### config.mk
export PLATFORM = sky130hd
export DESIGN_NAME = booth_seq_ctrl
export DESIGN_NICKNAME = d
export VERILOG_FILES = /design/src/rtl/booth_pkg.sv /design/src/rtl/booth_addsub.sv /design/src/rtl/booth_seq_ctrl.sv
export SDC_FILE = /design/constraint.sdc
export NUM_CORES = 1
export LEC_CHECK = 0
export BUFFER_PORTS_ARGS = -buffer_cell sky130_fd_sc_hd__buf_2
export CAP_MARGIN = 20
export CORE_UTILIZATION = 45
export CTS_BUF_LIST = sky130_fd_sc_hd__clkbuf_4
export DETAILED_ROUTE_END_ITERATION = 7
export PLACE_DENSITY_LB_ADDON = 0.12
export REMOVE_ABC_BUFFERS = 1
export SETUP_SLACK_MARGIN = 0.3
export SYNTH_ARGS = -nofsm -noshare
export SYNTH_HDL_FRONTEND = slang
export SYNTH_SLANG_ARGS = --single-unit
### constraint.sdc
create_clock -name clk -period 4 [get_ports clk]
set_input_delay 0.2 -clock clk [delete_from_list [all_inputs] [get_ports clk]]
set_output_delay 0.2 -clock clk [all_outputs]
set_load 0.005 [all_outputs]
### src/rtl/booth_pkg.sv
// Shared types and helpers for the sequential radix-2 Booth multiplier.
package booth_pkg;

  typedef enum logic [1:0] {
    IDLE = 2'd0,
    CALC = 2'd1,
    DONE = 2'd2
  } state_t;

  // Booth recoding of {Qr[0], q_m1}
  localparam logic [1:0] OP_NOP = 2'b00;
  localparam logic [1:0] OP_ADD = 2'b01;
  localparam logic [1:0] OP_SUB = 2'b10;

  function automatic logic [1:0] booth_op(input logic q0, input logic qm1);
    logic [1:0] op;
    op = OP_NOP;
    if (!q0 && qm1) op = OP_ADD;
    if (q0 && !qm1) op = OP_SUB;
    return op;
  endfunction

  function automatic int clog2(input int value);
    int w;
    w = 0;
    while ((1 << w) < value) w++;
    return w;
  endfunction

endpackage

### src/rtl/booth_addsub.sv
// Ripple-carry add/subtract of W-bit operands; sub=1 computes a + ~b + 1.
module booth_addsub #(
  parameter int W = 5
) (
  input  logic [W-1:0] a,
  input  logic [W-1:0] b,
  input  logic         sub,
  output logic [W-1:0] sum
);

  logic [W-1:0] carry;
  logic [W-1:0] bx;

  assign carry[0] = sub;

  // Carry out of the top cell is discarded, so only W-1 carries are built.
  generate
    for (genvar gi = 0; gi < W; gi++) begin : g_fa
      assign bx[gi]  = b[gi] ^ sub;
      assign sum[gi] = a[gi] ^ bx[gi] ^ carry[gi];
      if (gi < W - 1) begin : g_carry
        assign carry[gi+1] = (a[gi] & bx[gi]) | (carry[gi] & (a[gi] ^ bx[gi]));
      end
    end
  endgenerate

endmodule

### src/rtl/booth_seq_ctrl.sv
// Sequential radix-2 Booth multiplier: one add/sub + shift per clock.
// Optional BOOTH_EARLY_EXIT_EN finishes as soon as remaining steps are shift-only.
module booth_seq_ctrl
  import booth_pkg::*;
#(
  parameter int N = 4
) (
  input  logic           clk,
  input  logic           rst_n,
  input  logic           in_valid,
  output logic           in_ready,
  input  logic [N-1:0]   multiplicand,
  input  logic [N-1:0]   multiplier,
  output logic           out_valid,
  input  logic           out_ready,
  output logic [2*N-1:0] product,
  output logic           busy
);

  localparam int CW = (clog2(N) < 1) ? 1 : clog2(N);

  state_t         state_reg;
  logic [N:0]     a_reg;
  logic [N:0]     mx_reg;
  logic [N-1:0]   q_reg;
  logic           qm1_reg;
  logic [CW-1:0]  cnt_reg;
  logic [2*N-1:0] product_reg;
  logic           out_valid_reg;

  logic [1:0]     op;
  logic           sub_en;
  logic [N:0]     sum;
  logic [N:0]     s;
  logic [N:0]     a_next;
  logic [N-1:0]   q_next;
  logic           qm1_next;
  logic           last;
  logic [2*N-1:0] product_next;

  assign op     = booth_op(q_reg[0], qm1_reg);
  assign sub_en = (op == OP_SUB);

  booth_addsub #(.W(N+1)) u_addsub (
    .a   (a_reg),
    .b   (mx_reg),
    .sub (sub_en),
    .sum (sum)
  );

  assign s        = (op == OP_NOP) ? a_reg : sum;
  assign a_next   = {s[N], s[N:1]};
  assign q_next   = {s[0], q_reg[N-1:1]};
  assign qm1_next = q_reg[0];

`ifdef BOOTH_EARLY_EXIT_EN
  logic [N-1:0]   quiet;
  logic signed [2*N:0] aq;
  logic [CW-1:0]  shamt;

  // Bit j is still unprocessed after this step when j + cnt + 2 <= N; once all
  // of those equal the new q_m1, every later Booth step is a pure shift.
  generate
    for (genvar gi = 0; gi < N; gi++) begin : g_quiet
      assign quiet[gi] = ((gi + 2 + int'(cnt_reg)) > N) || (q_next[gi] == qm1_next);
    end
  endgenerate

  assign last         = &quiet;
  assign aq           = {a_next, q_next};
  assign shamt        = CW'(N - 1) - cnt_reg;
  assign product_next = (2*N)'(aq >>> shamt);
`else
  assign last         = (cnt_reg == CW'(N - 1));
  assign product_next = {a_next[N-1:0], q_next};
`endif

  always_ff @(posedge clk) begin
    if (!rst_n) begin
      state_reg     <= IDLE;
      a_reg         <= '0;
      mx_reg        <= '0;
      q_reg         <= '0;
      qm1_reg       <= 1'b0;
      cnt_reg       <= '0;
      product_reg   <= '0;
      out_valid_reg <= 1'b0;
    end else begin
      case (state_reg)
        IDLE: begin
          if (in_valid) begin
            a_reg     <= '0;
            mx_reg    <= {multiplicand[N-1], multiplicand};
            q_reg     <= multiplier;
            qm1_reg   <= 1'b0;
            cnt_reg   <= '0;
            state_reg <= CALC;
          end
        end
        CALC: begin
          a_reg   <= a_next;
          q_reg   <= q_next;
          qm1_reg <= qm1_next;
          cnt_reg <= cnt_reg + CW'(1);
          if (last) begin
            product_reg   <= product_next;
            out_valid_reg <= 1'b1;
            state_reg     <= DONE;
          end
        end
        DONE: begin
          if (out_ready) begin
            out_valid_reg <= 1'b0;
            state_reg     <= IDLE;
          end
        end
        default: state_reg <= IDLE;
      endcase
    end
  end

  assign in_ready  = (state_reg == IDLE);
  assign busy      = (state_reg != IDLE);
  assign out_valid = out_valid_reg;
  assign product   = product_reg;

endmodule
==> flow_metrics.py <==
metrics = {
    "floorplanning": {
        "die_y_microns": 56.2,
        "core_sq_mm": 0.00278,
        "io_pins": 23,
        "rows": 19,
        "die_area_sq_mm": 0.00316,
        "die_w_microns": 56.2,
        "initial_core_util": 0.475,
    },
    "clock_tree": {
        "cts_tree": "built",
        "cts.path.max_buffers": 2,
        "post_cts_resize_count": 0,
        "cts_sinks": 26,
        "cts_hold_buf": 0,
        "clk-insertion-delay-late_ns": 0.32,
        "post_cts_buffers": 0,
        "cts_made_buffers": 3,
        "root_buffer": "clkbuf_4",
        "clk_pin_slew_ns": 0.14,
        "h-tree-depth": 1,
    },
    "yosys": {
        "synth_top_area_frac": 0.394,
        "ys_seq_elements": 26,
        "synth_area_sq_mm": 0.00132,
        "ys.flop_type": "dfxtp_1",
        "yosysWarningCount": 0,
        "syn_inst": 135,
        "yosysMostFrequentCell": "dfxtp_1",
        "synthTopCellsByCount": "26 x dfxtp_1, 15 x nand2_1, 11 x nor2b_1, 10 x mux2i_1",
        "async_flop_share": 0,
        "synth_cell_types": 36,
        "syn_avg_cell_area_sq_um": 9.80,
        "ys_seq_area_frac": 0.394,
        "ys_top_cells_by_area": "dfxtp_1 39%, mux2i_1 7.6%, fa_1 6.1%",
        "synth_edf_count": 0,
        "synth_top_area_cell": "dfxtp_1",
    },
    "finish": {
        "nets": 171,
        "layout-drive-gt1-share": 0.211,
        "antennaDiodeCount": 0,
        "largest_reg_flops": 8,
        "fin_area_sq_mm": 0.00146,
        "area_growth_pct": 10.7,
    },
    "sta": {
        "period_share": 0.603,
        "setup_tns_ns": 0,
        "hold_violations": 0,
        "max_slew_margin": 0.608,
        "maxClockFrequency_ghz": 0.415,
        "period_minus_slack_ns": 2.41,
        "slew_viol_final": 0,
        "finalSetupViolCount": 0,
        "tightest_slew_ns": 0.587,
        "finClkSkew_ns": 0.00251,
        "rsz0062_at_grt": "false",
    },
    "placed_design": {
        "place.gp.congestion": 0.718,
        "place_hpwl_microns": 1690,
        "port_buffers": 22,
        "dpl_cell_area_sq_mm": 0.00141,
    },
    "detailed_routing": {
        "initialDrtViolationCount": 13,
        "routed_wirelength_microns": 2320,
        "drc_errors": 0,
        "final_antenna_net_count": 0,
        "vias": 955,
        "via_per_inst": 5.22,
        "wl_per_cell_microns": 12.7,
        "firstDrtPassIters": 4,
    },
    "critical_path": {
        "crit_required_ns": 4.23,
        "crit_type": "reg2reg",
        "cp_max_fo": 4,
        "cp-end-kind": "flop",
        "crit_path_start_kind": "flop",
        "arrival_ns": 2.64,
    },
    "power_and_ir_drop": {
        "p_leak_nw": 0.631,
        "ir_drop_mv": 0.388,
        "p_per_area_mw_per_mm2": 366,
    },
    "worst_hold_path": {
        "hp-class": "in2reg",
    },
    "global_routing": {
        "antenna_found_initial": 0,
        "grt_max_degree": 29,
        "grt_pass1_wl_microns": 4270,
        "grt-ovfl-total": 0,
        "grt_pass1_vias": 941,
        "grt_usage": 0.172,
    },
    "run_status": {
        "status": "complete, no violations",
    },
    "job": {
        "maxCapViolCount": 0,
    },
}
-- worst paths after layout --
check	start	end	slack, ns	cells past startpoint
setup / recovery	q_reg[0]$_SDFFE_PN0P_	a_reg[3]$_SDFFE_PN0P_	1.59	9
hold / removal	multiplier[3]	q_reg[3]$_SDFFE_PN0P_	0.13	3
setup reg to reg	q_reg[0]$_SDFFE_PN0P_	a_reg[3]$_SDFFE_PN0P_	1.59	9
hold reg to reg	product[2]$_SDFFE_PN0P_	product[2]$_SDFFE_PN0P_	0.47	2
-- power by group --
group | internal (mW) | switching (mW) | total (mW)
Clock | 0.101 | 0.0790 | 0.180
Sequential | 0.269 | 0.0107 | 0.280
Combinational | 0.0366 | 0.0388 | 0.0754
-- placed cells by master (no fill, tap or decap), types with 2 or more instances in the layout --
cell,count
a21boi_0,7
a21oi_1,4
a22oi_1,2
a32oi_1,2
buf_2,22
clkbuf_4,3
dfxtp_1,26
fa_1,4
ha_1,2
inv_1,7
mux2i_1,10
nand2_1,15
nand2b_1,4
nand3_1,3
nor2b_1,11
nor3b_1,2
o211a_1,3
o21ai_0,5
xnor2_1,2
xor2_1,2
-- critical path, cell delays in order, from the launching register on --
cell	delay, ns
dfxtp_1	0.38
ha_1	0.26
xor2_1	0.21
fa_1	0.19
inv_1	0.04
fa_1	0.41
fa_1	0.41
nor4bb_1	0.16
a31oi_1	0.15
a21boi_0	0.09
-- cells by family (layout without fill, tap and decap cells) --
| kind of cell | after synthesis | after routing | share of synthesized area |
|---|---|---|---|
| simple gates | 43 | 43 | 0.191 |
| compound gates | 29 | 29 | 0.160 |
| mux | 11 | 11 | 0.0842 |
| flops | 26 | 26 | 0.394 |
| fa+ha+maj | 6 | 6 | 0.0795 |
| buf+inv | 16 | 33 | 0.0653 |
| xor+xnor | 4 | 4 | 0.0265 |
-- metal layers --
layer  track usage  share of wire  vias to the layer above
li1              -              -                      497
met1         0.225           0.49                      438
met2         0.284           0.46                       18
met3        0.0512          0.043                        2
met4        0.0314         0.0069                        0
met5             0              0                        -
-- stage by stage --
stage	total power, mW	hold slack, ns	setup slack (ns)	util	cells
6_report	0.536	0.127	1.59	0.526	183
3_3_place_gp	0.359	0.448	1.66	0.507	179
2_1_floorplan	0.338	0.318	1.71	-	126
4_1_cts	0.541	0.123	1.58	0.526	183
3_5_place_dp	0.362	0.459	1.61	0.507	179
5_1_grt	0.567	0.118	1.35	0.526	183
-- cell type report --
| type | count | area [sq um] |
|---|---|---|
| inverters | 7 | 26.3 |
| fillers | 266 | 1320 |
| well taps | 31 | 38.8 |
| multi-input cells | 93 | 716 |
| clock buffers | 3 | 22.5 |
| flip-flops and latches | 26 | 520 |
| clock inverters | 1 | 30.0 |
| repair buffers | 22 | 110 |
Note: power is estimated with default switching activity, not from simulation.
